**src/rtl/sb_dma_sequencer.sv**
```systemverilog
// SB DSP mailbox DMA sequencer: paces one byte per dack, counts the block down, and raises irq at block end.
// Optional feature: define SB_DMA_AUTOINIT_EN to make a terminal byte reload the block instead of idling.
module sb_dma_sequencer #(
    parameter int CNT_W          = 16,
    parameter int GAP_CYCLES     = 4,
    parameter int TIMEOUT_CYCLES = 4095,
    parameter int TO_W           = 12
) (
    input  logic             i_clk14,
    input  logic             i_chreset,
    input  logic             i_cden,
    input  logic             i_len_wr,
    input  logic [CNT_W-1:0] i_len_data,
    input  logic             i_start,
    input  logic             i_stop,
    input  logic             i_irq_ack,
    input  logic             i_dack_l,
    input  logic             i_tc_l,
    output logic             o_dreq,
    output logic             o_busy,
    output logic             o_irq_out,
    output logic             o_timeout_err,
    output logic [CNT_W-1:0] o_remaining
);

    localparam int              GW       = (GAP_CYCLES > 1) ? $clog2(GAP_CYCLES) : 1;
    localparam logic [GW-1:0]   GAP_LAST = GW'((GAP_CYCLES > 0) ? GAP_CYCLES - 1 : 0);
    localparam logic [TO_W-1:0] TO_LAST  = TO_W'(TIMEOUT_CYCLES - 1);

    typedef enum logic [2:0] {
        S_IDLE = 3'd0,
        S_REQ  = 3'd1,
        S_XFER = 3'd2,
        S_GAP  = 3'd3,
        S_ERR  = 3'd4
    } state_t;

    state_t            r_state;
    state_t            w_state_nxt;

    logic              r_dack_m;
    logic              r_dack_s;
    logic              r_dack_d;
    logic              r_tc_m;
    logic              r_tc_s;

    logic [CNT_W-1:0]  r_len;
    logic [CNT_W-1:0]  r_remaining;
    logic [TO_W-1:0]   r_to_cnt;
    logic [GW-1:0]     r_gap_cnt;
    logic              r_irq;
    logic              r_timeout_err;
    logic              r_tc_seen;

    logic              w_abort;
    logic              w_dack_fall;
    logic              w_start_blk;
    logic              w_rearm;
    logic              w_terminal;
    logic              w_reload;
    logic              w_dec_rem;
    logic              w_to_inc;
    logic              w_to_expire;
    logic              w_gap_inc;
    logic              w_set_tc;

    // dack_l/tc_l come from the MCA side with no relation to clk14
    always_ff @(posedge i_clk14 or posedge i_chreset) begin
        if (i_chreset) begin
            r_dack_m <= 1'b0;
            r_dack_s <= 1'b0;
            r_dack_d <= 1'b0;
            r_tc_m   <= 1'b0;
            r_tc_s   <= 1'b0;
        end else begin
            r_dack_m <= ~i_dack_l;
            r_dack_s <= r_dack_m;
            r_dack_d <= r_dack_s;
            r_tc_m   <= ~i_tc_l;
            r_tc_s   <= r_tc_m;
        end
    end

    assign w_dack_fall = r_dack_d & ~r_dack_s;
    assign w_abort     = i_stop | ~i_cden;

    always_ff @(posedge i_clk14 or posedge i_chreset) begin
        if (i_chreset) r_state <= S_IDLE;
        else           r_state <= w_state_nxt;
    end

    always_comb begin
        w_state_nxt = r_state;
        w_start_blk = 1'b0;
        w_rearm     = 1'b0;
        w_terminal  = 1'b0;
        w_reload    = 1'b0;
        w_dec_rem   = 1'b0;
        w_to_inc    = 1'b0;
        w_to_expire = 1'b0;
        w_gap_inc   = 1'b0;
        w_set_tc    = 1'b0;
        if (w_abort) begin
            w_state_nxt = S_IDLE;
        end else begin
            case (r_state)
                S_IDLE: begin
                    if (i_start) begin
                        w_state_nxt = S_REQ;
                        w_start_blk = 1'b1;
                    end
                end
                S_REQ: begin
                    if (r_dack_s) begin
                        w_state_nxt = S_XFER;
                    end else if (r_to_cnt == TO_LAST) begin
                        w_state_nxt = S_ERR;
                        w_to_expire = 1'b1;
                    end else begin
                        w_to_inc = 1'b1;
                    end
                end
                S_XFER: begin
                    w_set_tc = r_tc_s & r_dack_s;
                    if (w_dack_fall) begin
                        if ((r_remaining == '0) || r_tc_seen) begin
                            w_terminal = 1'b1;
`ifdef SB_DMA_AUTOINIT_EN
                            w_reload    = 1'b1;
                            w_state_nxt = (GAP_CYCLES == 0) ? S_REQ : S_GAP;
`else
                            w_state_nxt = S_IDLE;
`endif
                        end else begin
                            w_dec_rem   = 1'b1;
                            w_state_nxt = (GAP_CYCLES == 0) ? S_REQ : S_GAP;
                        end
                    end
                end
                S_GAP: begin
                    if (r_gap_cnt == GAP_LAST) w_state_nxt = S_REQ;
                    else                       w_gap_inc   = 1'b1;
                end
                S_ERR: begin
                    if (i_start) begin
                        w_state_nxt = S_REQ;
                        w_rearm     = 1'b1;
                    end
                end
                default: w_state_nxt = S_IDLE;
            endcase
        end
    end

    // Both timers idle at zero outside their own state, so every REQ/GAP entry starts fresh
    always_ff @(posedge i_clk14 or posedge i_chreset) begin
        if (i_chreset) begin
            r_to_cnt  <= '0;
            r_gap_cnt <= '0;
        end else begin
            if (w_to_inc)              r_to_cnt <= r_to_cnt + 1'b1;
            else if (r_state != S_REQ) r_to_cnt <= '0;
            if (w_gap_inc)             r_gap_cnt <= r_gap_cnt + 1'b1;
            else if (r_state != S_GAP) r_gap_cnt <= '0;
        end
    end

    always_ff @(posedge i_clk14 or posedge i_chreset) begin
        if (i_chreset) begin
            r_len         <= '0;
            r_remaining   <= '0;
            r_irq         <= 1'b0;
            r_timeout_err <= 1'b0;
            r_tc_seen     <= 1'b0;
        end else begin
            if (i_len_wr) r_len <= i_len_data;

            // A start in the same cycle as len_wr launches with the previously loaded length
            if (w_start_blk || w_reload)           r_remaining <= r_len;
            else if (w_dec_rem)                    r_remaining <= r_remaining - 1'b1;
            else if (i_len_wr && r_state == S_IDLE) r_remaining <= i_len_data;

            if (w_terminal)     r_irq <= 1'b1;
            else if (i_irq_ack) r_irq <= 1'b0;

            if (w_to_expire)               r_timeout_err <= 1'b1;
            else if (w_start_blk || w_rearm) r_timeout_err <= 1'b0;

            if (w_start_blk || w_reload) r_tc_seen <= 1'b0;
            else if (w_set_tc)           r_tc_seen <= 1'b1;
        end
    end

    assign o_dreq        = (r_state == S_REQ);
    assign o_busy        = (r_state != S_IDLE);
    assign o_irq_out     = r_irq;
    assign o_timeout_err = r_timeout_err;
    assign o_remaining   = r_remaining;

endmodule
```
**config.mk**
```make
export PLATFORM = sky130hd
export DESIGN_NAME = sb_dma_sequencer
export DESIGN_NICKNAME = d
export VERILOG_FILES = /design/src/rtl/sb_dma_sequencer.sv
export SDC_FILE = /design/constraint.sdc
export NUM_CORES = 1
export LEC_CHECK = 0
export CAP_MARGIN = 20
export CORE_AREA = 2 2 92 94
export DETAILED_ROUTE_END_ITERATION = 6
export DIE_AREA = 0 0 94 96
export PLACE_DENSITY = 0.63
export RECOVER_POWER = 50
export SLEW_MARGIN = 40
export SYNTH_ARGS = -nofsm -noshare
export SYNTH_HDL_FRONTEND = slang
export SYNTH_SLANG_ARGS = --single-unit
```
**constraint.sdc**
```tcl
create_clock -name i_clk14 -period 5.25 [get_ports i_clk14]
set_input_delay 1.05 -clock i_clk14 [delete_from_list [all_inputs] [get_ports i_clk14]]
set_output_delay 1.05 -clock i_clk14 [all_outputs]
set_load 0.005 [all_outputs]
```
==> flow_metrics.tcl <==
set metrics [dict create \
    grt_pass1_wl_um 12300 \
    rsz0062_at_grt "false" \
    synthesis.instances 322 \
    worstHoldPathType "reg -> reg" \
    share_of_cells_above_drive_strength_1_pct 13.2 \
    syn_area_mm2 0.00317 \
    post-dp-hpwl_um 4970 \
    timing.hold.worst_path_depth 0 \
    ioPinCount 45 \
    cts_tree "done" \
    post_drt_wl_per_cell_um 15.5 \
    fin_crit_sh_pct 61.2 \
    path_max_fanout 10 \
    design.die.area_mm2 0.00902 \
    yosys.area.top_type "sky130_fd_sc_hd__dfrtp_1" \
    total_leakage_power_nw 1.54 \
    drt_first_iter_violations 100 \
    synth-seq-cells 57 \
    worst_setup_hold_path_clk_slew_ps 70 \
    critPathBufInv 2 \
    cts-buffers-inserted 9 \
    synth_nets 352 \
    clock_insertion_delay_worst_skew_ps 340 \
    path_delay_family "buffers and inverters" \
    totalNegativeSetupSlack_ps 0 \
    syn_to_final_growth_pct 23.9 \
    vias 2568 \
    endpoint_kind "output pin" \
    synth_warnings 0 \
    layout.filler_cells 769 \
    startpoint_type "register" \
    critical_path_depth 3 \
    highest_clock_frequency_the_design_can_meet_mhz 311 \
    critPathKind "reg -> out" \
    grt_pass1_vias 2463 \
    synth-async-reset-ratio_pct 100 \
    gr-usage-all-layers_pct 17.7 \
    yosysMostFrequentCell "sky130_fd_sc_hd__dfrtp_1" \
    drtPass1Iterations 4 \
    htree_num_levels 3 \
    cp_slowest_cell "sky130_fd_sc_hd__or3b_1" \
    drc 0 \
    synth_top_area_share_pct 45.0 \
    std_cell_rows 33 \
    pwr_density_cell_mw_per_mm2 305 \
    placeableCoreArea_mm2 0.00805 \
    nets 395 \
    maximum_number_of_pins_on_one_net_before_global_route_repair 42 \
    cp_cell_sequence "or3b_1, clkinv_1, clkdlybuf4s50_1" \
    place.detailed.instances 459 \
    placed_cell_area_mm2 0.00369 \
    start_util_pct 39.3 \
    power.ir.vdd_worst_v 0.000200 \
    synth.avg_cell_area_um2 9.83 \
    post_synth_edffs 0 \
    setup_viol 0 \
    post_cts_buffers 0 \
    post_synth_main_area_contributors "sky130_fd_sc_hd__dfrtp_1 (45%), sky130_fd_sc_hd__mux2_2 (5.7%), sky130_fd_sc_hd__nor2_1 (4.0%)" \
    overflow 0 \
    report.power.total_mw 1.20 \
    tightestPinTransition_ps 1060 \
    worst-endpoint-required_ps 4200 \
    root_buffer "sky130_fd_sc_hd__clkbuf_8" \
    worst_ep_arrival_time_ps 2160 \
    yosys-top-cells-count "sky130_fd_sc_hd__dfrtp_1 (57), sky130_fd_sc_hd__nor2_1 (34), sky130_fd_sc_hd__nand2_1 (28)" \
    finalHoldViolations 0 \
    layoutNonFillerInstCount 475 \
    report.final.slew_viol_count 0 \
    worst_r2r_path_depth 7 \
    max-cap-violations 0 \
    largest_buffer_count_on_any_clock_path 2 \
    die_h_um 96 \
    chipWidth_um 94 \
    timing.max_slew.rel_slack_pct 29.6 \
    finish.instance_area_mm2 0.00392 \
    slowest_delay_ps 540 \
    cts.sinks 57 \
    post-route-min-period_ps 3210 \
    run_status "complete, no violations" \
    final_core_utilization_pct 48.7 \
    viasPerCell 5.41 \
    clock_skew_ps 10.1 \
    buffer_ports.inserted 44 \
    antennaDiodeCount 0 \
    cts_resized 0 \
    detail_route.wirelength_um 7340 \
    synth.yosys.seq_area_share_pct 45.0 \
    grt_antenna_before_repair 0 \
    count_of_hold_fix_buffers_inserted_at_cts 0 \
    ys_dominant_reg_cell "sky130_fd_sc_hd__dfrtp_1" \
    drtAntennaViolNets 0 \
    netlist-cell-type-count 57 \
    final_replace_weighted_congestion 0.768 \
]
-- per-stage QoR --
step	hold slack [ps]	worst slack, ps
5_1_grt	355	1940
3_3_place_gp	332	2080
3_5_place_dp	335	2090
4_1_cts	350	2010
6_report	350	2040
2_1_floorplan	331	2800
-- final timing paths --
check | from | to | slack [ps]
setup / recovery | r_state[0] | o_dreq | 2040
hold / removal | r_dack_m | r_dack_s | 350
setup reg to reg | o_remaining[0] | o_remaining[0] | 2890
hold reg to reg | r_dack_m | r_dack_s | 350
max in group asynchronous | i_chreset | o_remaining[2] | 3050
min in group asynchronous | i_chreset | r_len[9] | 1230
-- cells in the final DEF, fill, tap and decap left out, types with 10 or more instances in the layout --
master,n
sky130_fd_sc_hd__a211o_1,12
sky130_fd_sc_hd__a21oi_1,16
sky130_fd_sc_hd__a31oi_1,17
sky130_fd_sc_hd__clkbuf_8,12
sky130_fd_sc_hd__clkdlybuf4s50_1,39
sky130_fd_sc_hd__dfrtp_1,57
sky130_fd_sc_hd__inv_1,13
sky130_fd_sc_hd__mux2_2,16
sky130_fd_sc_hd__nand2_1,28
sky130_fd_sc_hd__nand3_1,14
sky130_fd_sc_hd__nor2_1,34
sky130_fd_sc_hd__o21ai_0,10
sky130_fd_sc_hd__xor2_1,13
-- routing by layer --
layer  vias to the layer above  global-route usage, %  wire [µm]
li1                       1259                      -          -
met1                      1242                   23.0       3490
met2                        54                   28.5       3400
met3                        13                   4.15        294
met4                         0                   7.25        151
met5                         -                      0          0
-- cell families (layout without fill, tap and decap cells) --
kind of cell / count (synthesis) / count (layout) / synth area share, %
compound gates: 80 / 80 / 17.3
fa+ha+maj: 5 / 5 / 1.98
simple gates: 116 / 116 / 20.2
flops: 57 / 57 / 45.0
mux: 17 / 17 / 6.01
xor+xnor: 18 / 18 / 4.98
buf+inv: 29 / 77 / 4.46
-- area by class of cell --
cell class / count / area (µm²) / area share (%)
clock buffer: 12 / 165 / 4.21
clock inverter: 4 / 73.8 / 1.88
inverter: 14 / 52.6 / 1.34
multi-input combinational: 236 / 1620 / 41.2
sequential: 57 / 1430 / 36.4
tap: 105 / 131 / 3.35
timing repair buffer: 47 / 459 / 11.7
-- registers in the layout, summed over array words and instances, names as in the netlist, 2 cells and up --
register / cells
o_remaining: 16
r_gap_cnt: 2
r_len: 16
r_state: 3
r_to_cnt: 12
-- where the power goes --
| group | leakage, nW | internal [mW] | switching, mW |
|---|---|---|---|
| clock | 0.123 | 0.306 | 0.180 |
| sequential | 0.705 | 0.474 | 0.0542 |
| combinational | 0.716 | 0.105 | 0.0783 |
| total | 1.54 | 0.885 | 0.312 |
Note: power is estimated with default switching activity, not from simulation.
